`src/rtl/dma_cycle_monitor_pkg.sv`:
```
`default_nettype none
// ============================================================================
//  Module      : dma_cycle_monitor_pkg
//  Description : Shared state encodings, STATUS bit positions and helpers
//                for the Zorro DMA cycle monitor.
//  Revision    : 1.0  initial release
// ============================================================================
package dma_cycle_monitor_pkg;

    // Monitor FSM state encodings
    typedef enum logic [1:0] {
        MON_IDLE   = 2'd0,
        MON_ACTIVE = 2'd1,
        MON_DONE   = 2'd2,
        MON_FAULT  = 2'd3
    } mon_state_e;

    // STATUS word layout: {sticky_berr, sticky_timeout, busy, 0, fault_cnt}
    localparam int c_STAT_BERR_BIT = 7;
    localparam int c_STAT_TMO_BIT  = 6;
    localparam int c_STAT_BUSY_BIT = 5;
    localparam int c_STAT_RSVD_BIT = 4;
    localparam int c_STAT_CNT_MSB  = 3;
    localparam int c_STAT_CNT_LSB  = 0;

    localparam int c_CNT_W  = 10;
    localparam int c_FCNT_W = 4;

    // Increment that sticks at all-ones instead of wrapping
    function automatic logic [c_FCNT_W-1:0] sat_inc_fcnt(input logic [c_FCNT_W-1:0] v);
        return (v == {c_FCNT_W{1'b1}}) ? v : v + {{(c_FCNT_W-1){1'b0}}, 1'b1};
    endfunction

endpackage
`default_nettype wire

```
`src/rtl/dma_cycle_monitor_if.sv`:
```
`default_nettype none
// ============================================================================
//  Module      : dma_cycle_monitor_if
//  Description : DMA engine / Zorro side signals seen by the cycle monitor.
//  Revision    : 1.0  initial release
// ============================================================================
interface dma_cycle_monitor_if;
    logic       bmaster;    // card owns the bus as DMA master
    logic       dma_fcs_n;  // FCS_n from the DMA engine
    logic       dtack_n;    // Zorro DTACK_n, asynchronous
    logic       berr_n;     // Zorro BERR_n, asynchronous
    logic       stat_clr;   // clears sticky status and fault count
    logic       dma_abort;  // ask the engine to drop FCS
    logic       cycle_ok;   // one pulse per normally terminated cycle
    logic [7:0] status;

    // Driver side (DMA engine / bus environment)
    modport master (
        output bmaster, dma_fcs_n, dtack_n, berr_n, stat_clr,
        input  dma_abort, cycle_ok, status
    );

    // Monitor side
    modport slave (
        input  bmaster, dma_fcs_n, dtack_n, berr_n, stat_clr,
        output dma_abort, cycle_ok, status
    );
endinterface
`default_nettype wire

```
`src/rtl/dma_cycle_monitor_sync_ff.sv`:
```
`default_nettype none
// ============================================================================
//  Module      : sync_ff
//  Description : Multi-flop synchronizer for one asynchronous input; flops
//                reset to 1 so inactive-low bus signals read as idle.
//  Revision    : 1.0  initial release
// ============================================================================
module sync_ff #(
    parameter int STAGES = 2
) (
    input  wire logic clk,
    input  wire logic rst,
    input  wire logic i_d,
    output logic      o_q
);

    logic [STAGES-1:0] r_sh;

    // Shift the raw input through the synchronizer chain
    always_ff @(posedge clk or posedge rst) begin
        if (rst) begin
            r_sh <= '1;
        end else begin
            r_sh <= {r_sh[STAGES-2:0], i_d};
        end
    end

    assign o_q = r_sh[STAGES-1];

endmodule
`default_nettype wire

```
`src/rtl/dma_cycle_monitor.sv`:
```
`default_nettype none
// ============================================================================
//  Module      : dma_cycle_monitor
//  Description : Watches Zorro DMA master cycles; flags normal completion,
//                bus errors and DTACK timeouts, and requests an abort of
//                faulted cycles.
//  Revision    : 1.0  initial release
// ============================================================================
module dma_cycle_monitor
    import dma_cycle_monitor_pkg::*;
#(
    parameter int TIMEOUT     = 1000,
    parameter int SYNC_STAGES = 2
) (
    input  wire logic          clk,
    input  wire logic          rst,
    dma_cycle_monitor_if.slave bus
);

    localparam logic [c_CNT_W-1:0] c_TO_LAST = c_CNT_W'(TIMEOUT - 1);

    logic                w_dtack_s;
    logic                w_berr_s;

    mon_state_e          r_state;
    mon_state_e          w_state_nxt;
    logic                w_fault_berr;
    logic                w_fault_tmo;
    logic                w_done;

    logic [c_CNT_W-1:0]  r_cnt;
    logic                r_dma_abort;
    logic                r_cycle_ok;
    logic                r_busy;
    logic                r_sticky_berr;
    logic                r_sticky_tmo;
    logic [c_FCNT_W-1:0] r_fault_cnt;

    logic                w_sticky_berr_nxt;
    logic                w_sticky_tmo_nxt;
    logic [c_FCNT_W-1:0] w_fault_cnt_nxt;
    logic [7:0]          w_status;

    sync_ff #(.STAGES(SYNC_STAGES)) u_sync_dtack (
        .clk (clk),
        .rst (rst),
        .i_d (bus.dtack_n),
        .o_q (w_dtack_s)
    );

    sync_ff #(.STAGES(SYNC_STAGES)) u_sync_berr (
        .clk (clk),
        .rst (rst),
        .i_d (bus.berr_n),
        .o_q (w_berr_s)
    );

    // State register
    always_ff @(posedge clk or posedge rst) begin
        if (rst) begin
            r_state <= MON_IDLE;
        end else begin
            r_state <= w_state_nxt;
        end
    end

    // Next-state logic; losing bus mastership overrides every other event,
    // and within ACTIVE a bus error beats DTACK which beats the timeout
    always_comb begin
        w_state_nxt  = r_state;
        w_fault_berr = 1'b0;
        w_fault_tmo  = 1'b0;
        w_done       = 1'b0;
        if ((r_state != MON_IDLE) && !bus.bmaster) begin
            w_state_nxt = MON_IDLE;
        end else begin
            case (r_state)
                MON_IDLE: begin
                    if (bus.bmaster && !bus.dma_fcs_n) begin
                        w_state_nxt = MON_ACTIVE;
                    end
                end
                MON_ACTIVE: begin
                    if (!w_berr_s) begin
                        w_state_nxt  = MON_FAULT;
                        w_fault_berr = 1'b1;
                    end else if (!w_dtack_s) begin
                        w_state_nxt = MON_DONE;
                        w_done      = 1'b1;
                    end else if (r_cnt == c_TO_LAST) begin
                        w_state_nxt = MON_FAULT;
                        w_fault_tmo = 1'b1;
                    end else if (bus.dma_fcs_n) begin
                        // engine gave up on the cycle itself
                        w_state_nxt = MON_IDLE;
                    end
                end
                MON_DONE: begin
                    if (bus.dma_fcs_n) begin
                        w_state_nxt = MON_IDLE;
                    end
                end
                MON_FAULT: begin
                    if (bus.dma_fcs_n && w_berr_s) begin
                        w_state_nxt = MON_IDLE;
                    end
                end
                default: begin
                    w_state_nxt = MON_IDLE;
                end
            endcase
        end
    end

    // Cycle length counter: zeroed on cycle start, saturating while ACTIVE
    always_ff @(posedge clk or posedge rst) begin
        if (rst) begin
            r_cnt <= '0;
        end else if ((r_state == MON_IDLE) && (w_state_nxt == MON_ACTIVE)) begin
            r_cnt <= '0;
        end else if ((r_state == MON_ACTIVE) && (r_cnt != '1)) begin
            r_cnt <= r_cnt + 1'b1;
        end
    end

    // Sticky status update; a fault on the clearing edge still lands
    always_comb begin
        w_sticky_berr_nxt = bus.stat_clr ? 1'b0 : r_sticky_berr;
        w_sticky_tmo_nxt  = bus.stat_clr ? 1'b0 : r_sticky_tmo;
        w_fault_cnt_nxt   = bus.stat_clr ? '0   : r_fault_cnt;
        if (w_fault_berr || w_fault_tmo) begin
            w_fault_cnt_nxt = sat_inc_fcnt(w_fault_cnt_nxt);
        end
        if (w_fault_berr) begin
            w_sticky_berr_nxt = 1'b1;
        end
        if (w_fault_tmo) begin
            w_sticky_tmo_nxt = 1'b1;
        end
    end

    // Registered outputs and status bits
    always_ff @(posedge clk or posedge rst) begin
        if (rst) begin
            r_dma_abort   <= 1'b0;
            r_cycle_ok    <= 1'b0;
            r_busy        <= 1'b0;
            r_sticky_berr <= 1'b0;
            r_sticky_tmo  <= 1'b0;
            r_fault_cnt   <= '0;
        end else begin
            r_dma_abort   <= (w_state_nxt == MON_FAULT);
            r_cycle_ok    <= w_done;
            r_busy        <= (w_state_nxt != MON_IDLE);
            r_sticky_berr <= w_sticky_berr_nxt;
            r_sticky_tmo  <= w_sticky_tmo_nxt;
            r_fault_cnt   <= w_fault_cnt_nxt;
        end
    end

    // Assemble the STATUS word from registered bits only
    always_comb begin
        w_status                                = '0;
        w_status[c_STAT_BERR_BIT]               = r_sticky_berr;
        w_status[c_STAT_TMO_BIT]                = r_sticky_tmo;
        w_status[c_STAT_BUSY_BIT]               = r_busy;
        w_status[c_STAT_RSVD_BIT]               = 1'b0;
        w_status[c_STAT_CNT_MSB:c_STAT_CNT_LSB] = r_fault_cnt;
    end

    assign bus.dma_abort = r_dma_abort;
    assign bus.cycle_ok  = r_cycle_ok;
    assign bus.status    = w_status;

endmodule
`default_nettype wire

```
`src/flat_wrapper.sv`:
```
// flat-port wrapper written by rule: the top's interface ports become plain ports
module dma_cycle_monitor_flat import dma_cycle_monitor_pkg::*;
#(
    parameter int TIMEOUT     = 1000,
    parameter int SYNC_STAGES = 2
)
  (clk, rst, bus_bmaster, bus_dma_fcs_n, bus_dtack_n, bus_berr_n, bus_stat_clr, bus_dma_abort, bus_cycle_ok, bus_status);
  dma_cycle_monitor_if bus_i ();
  input  wire logic clk;
  input  wire logic rst;
  input wire logic [$bits(bus_i.bmaster)-1:0] bus_bmaster;
  input wire logic [$bits(bus_i.dma_fcs_n)-1:0] bus_dma_fcs_n;
  input wire logic [$bits(bus_i.dtack_n)-1:0] bus_dtack_n;
  input wire logic [$bits(bus_i.berr_n)-1:0] bus_berr_n;
  input wire logic [$bits(bus_i.stat_clr)-1:0] bus_stat_clr;
  output wire logic [$bits(bus_i.dma_abort)-1:0] bus_dma_abort;
  output wire logic [$bits(bus_i.cycle_ok)-1:0] bus_cycle_ok;
  output wire logic [$bits(bus_i.status)-1:0] bus_status;
  assign bus_i.bmaster = bus_bmaster;
  assign bus_i.dma_fcs_n = bus_dma_fcs_n;
  assign bus_i.dtack_n = bus_dtack_n;
  assign bus_i.berr_n = bus_berr_n;
  assign bus_i.stat_clr = bus_stat_clr;
  assign bus_dma_abort = bus_i.dma_abort;
  assign bus_cycle_ok = bus_i.cycle_ok;
  assign bus_status = bus_i.status;
  dma_cycle_monitor #(.TIMEOUT(TIMEOUT), .SYNC_STAGES(SYNC_STAGES)) u_core (.clk(clk), .rst(rst), .bus(bus_i));
endmodule
```
`config.mk`:
```
export PLATFORM = sky130hd
export DESIGN_NAME = dma_cycle_monitor_flat
export DESIGN_NICKNAME = d
export VERILOG_FILES = /design/src/rtl/dma_cycle_monitor_pkg.sv /design/src/rtl/dma_cycle_monitor_if.sv /design/src/rtl/dma_cycle_monitor_sync_ff.sv /design/src/rtl/dma_cycle_monitor.sv /design/src/flat_wrapper.sv
export SDC_FILE = /design/constraint.sdc
export NUM_CORES = 1
export LEC_CHECK = 0
export ABC_AREA = 1
export BUFFER_PORTS_ARGS = -buffer_cell sky130_fd_sc_hd__buf_2
export CORE_MARGIN = 4
export CORE_UTILIZATION = 57
export DETAILED_ROUTE_END_ITERATION = 10
export MAX_ROUTING_LAYER = met4
export PLACE_DENSITY = 0.79
export SYNTH_ARGS = -nofsm -noshare
export SYNTH_HDL_FRONTEND = slang
export SYNTH_SLANG_ARGS = --single-unit
```
`constraint.sdc`:
```
create_clock -name clk -period 1.9 [get_ports clk]
set_clock_uncertainty 0.15 [all_clocks]
set_input_delay 0.095 -clock clk [delete_from_list [all_inputs] [get_ports clk]]
set_output_delay 0.095 -clock clk [all_outputs]
set_load 0.1 [all_outputs]
```
==> metrics.yaml <==
status:
  status: "completed"
global_routing:
  use_met1_pct: 24.8
  grt_pass1_vias: 1148
  grt_usage_pct: 18.4
  met3_usage_pct: 2.23
  antenna_found_initial: 0
  grt_pass1_wl_um: 4820
  grt_max_degree: 18
  gr-max-usage-layer: "met2"
  globalRouteMet2Util_pct: 29.4
  grt_overflow: 0
timing:
  tns_ps: 0
  hold_violations: 0
  slew_headroom_pct: 59.2
  rsz0062_at_grt: "false"
  fin_crit_ps: 1700
  fmax_mhz: 587
  period_share_pct: 89.7
  slew_violations: 0
  max_slew.worst_pin.slew_ps: 611
  whs_ps: 54.7
  setup_viol_count_final: 0
setup_path:
  r2r-end: "u_core.r_fault_cnt[1]$_DFF_PP0_"
  r2r_slack_ps: 260
  cp-start-kind: "primary input"
  cp-end-kind: "flop"
  path_class: "primary input to flop"
  crit_path_start: "bus_stat_clr"
  rr_worst_depth: 8
  setup.worst_path.end: "u_core.r_fault_cnt[1]$_DFF_PP0_"
  cp_max_fo: 5
  reg2reg_from: "u_core.r_fault_cnt[0]$_DFF_PP0_"
  crit_arrival_ps: 1760
  cp_data_required_time_ps: 1960
drt:
  avgRoutedWirePerCell_um: 12.1
  vias: 1176
  drc: 0
  ant_nets: 0
  via_per_inst: 5.16
  wl_um: 2750
  drt_iter0_markers: 54
  dr.pass1.iters: 4
synthesis:
  ys_ff_latch: 25
  postSynthCellCount: 180
  syn_nets: 189
  ys.flop_type: "dfrtp_1"
  synth_area_leaders: "dfrtp_1, nand2_1, dfstp_2"
  ys_types: 29
  syn_avg_cell_area_um2: 7.95
  synth_warnings: 0
  yosysSeqAreaShare_pct: 44.1
  synth_area_leader_cell: "dfrtp_1"
  synthArstFlopShare_pct: 100
  synth_edf_count: 0
  yosysTopAreaCellShare_pct: 36.7
  synth_area_um2: 1430
cts:
  clockRootBuffer: "clkbuf_4"
  htree_levels: 1
  cts_num_sinks: 25
  post_cts_buffers: 0
  path_clk_slew_ps: 130
  clk_latency_ps: 310
  cts_made_buffers: 3
  ctsResizeCount: 0
  clk_path_buf_depth: 2
  cts_tree: "yes"
die:
  die_area_um2: 3380
  rows: 17
  die_h_um: 58.1
  die_w_um: 58.1
  boundaryPins: 17
  design.core.area_um2: 2300
  start_util_pct: 62.3
finish:
  final_nets: 210
  syn_to_final_growth_pct: 11.1
  diodes: 0
  final_area_um2: 1590
  drive_gt1_share_pct: 22.0
place:
  placed_area_um2: 1510
  dpl.hpwl_um: 2100
  place_congestion: 0.918
  io_buffers: 15
power_and_ir_drop:
  vdd_ir_drop_max_uv: 573
  power_leakage_nw: 0.874
  cellPowerDensity_nw_per_um2: 744
min_path:
  min_path_type: "primary input to flop"
job:
  maxCapViolCount: 0
==> cell families after synthesis <==
family | share of synthesized area, %
xor gates and xnor gates | 2.45
AOI/OAI and AO/OA | 4.37
buffers and inverters | 9.79
adders and majority gates | 1.75
other | 0.262
DFF | 44.1
and+or+nand+nor | 37.3
==> registers in the layout (all words and copies together), names as in the netlist <==
signal and cells:
u_core.u_sync_berr.r_sh 2, u_core.r_sticky_berr 1, u_core.r_busy 1, u_core.r_state 2
u_core.bus.cycle_ok 1, u_core.bus.dma_abort 1, u_core.r_sticky_tmo 1, u_core.r_fault_cnt 4
u_core.u_sync_dtack.r_sh 2, u_core.r_cnt 10
==> worst min-delay path by stage <==
stage               cells past startpoint           from  slack (ps)                                    to
floorplan                               0     bus_berr_n         -50  u_core.u_sync_berr.r_sh[0]$_DFF_PP1_
global placement                        2            rst          30           u_core.r_cnt[8]$_DFFE_PP0P_
detailed placement                      2            rst          60       u_core.r_fault_cnt[2]$_DFF_PP0_
CTS                                     6  bus_dma_fcs_n          60        u_core.bus.dma_abort$_DFF_PP0_
global route                            6  bus_dma_fcs_n          80        u_core.bus.dma_abort$_DFF_PP0_
finish                                  6  bus_dma_fcs_n          50        u_core.bus.dma_abort$_DFF_PP0_
==> layout by cell type, fill, tap and decap left out, types with 4 or more instances in the layout <==
cell           instances
dlygate4sd3_1          5
nand3_1               13
dfrtp_1               19
nand2_1               55
nand4_1                8
nand2_2                4
dfstp_2                4
nor2_1                11
inv_1                 23
buf_2                 15
==> report_power, final <==
group | leakage [nW] | internal, mW | switching, mW | total, mW
Sequential | 0.326 | 0.584 | 0.0467 | 0.631
Clock | 0.0150 | 0.0818 | 0.153 | 0.235
Combinational | 0.533 | 0.0866 | 0.231 | 0.317
==> layer usage <==
layer | part of all wire [%] | vias up
li1 | - | 598
met1 | 49 | 535
met2 | 45 | 39
met3 | 5.2 | 4
met4 | 1.1 | 0
met5 | 0 | -
==> synthesized netlist by cell type, types with 3 or more instances <==
cell type  instances
nand2_1           55
inv_1             23
dfrtp_1           21
nand3_1           13
nor2_1            11
nand4_1            8
buf_4              5
dfstp_2            4
nand2_2            4
nand2_4            3
o21ai_0            3
o21ai_1            3
o21bai_1           3
xor2_1             3
==> timing repair <==
item                                    CTS  global route
endpoints found under the setup margin    0             0
hold buffers                              5             0
endpoints found under the hold margin    21             0
==> per-stage QoR <==
step / instances / power, mW / worst slack (ps) / util, %
detailed placement: 219 / 0.950 / 302 / 65.9
CTS: 228 / 1.19 / 219 / 69.2
global route: 228 / 1.25 / 39.1 / 69.2
global placement: 219 / 0.935 / 349 / 65.9
finish: 228 / 1.18 / 196 / 69.2
floorplan: 180 / 0.895 / 1.71 / -
==> worst max-delay path: stages <==
cell           delay (ps)
dlygate4sd3_1         530
buf_2                 140
nor2_1                250
ha_1                  250
nand3_1               200
nand2_1               100
o21ai_0                80
nand2_1                70
nand2_1                50
==> final cells by class <==
| cell class | count | area [um^2] |
|---|---|---|
| tap | 28 | 35.0 |
| sequential | 25 | 633 |
| timing repair buffer | 21 | 133 |
| multi-input combinational | 124 | 661 |
| inverter | 26 | 103 |
| clock buffer | 4 | 26.3 |
| fill | 181 | 707 |
(Power assumes the default switching activity.)
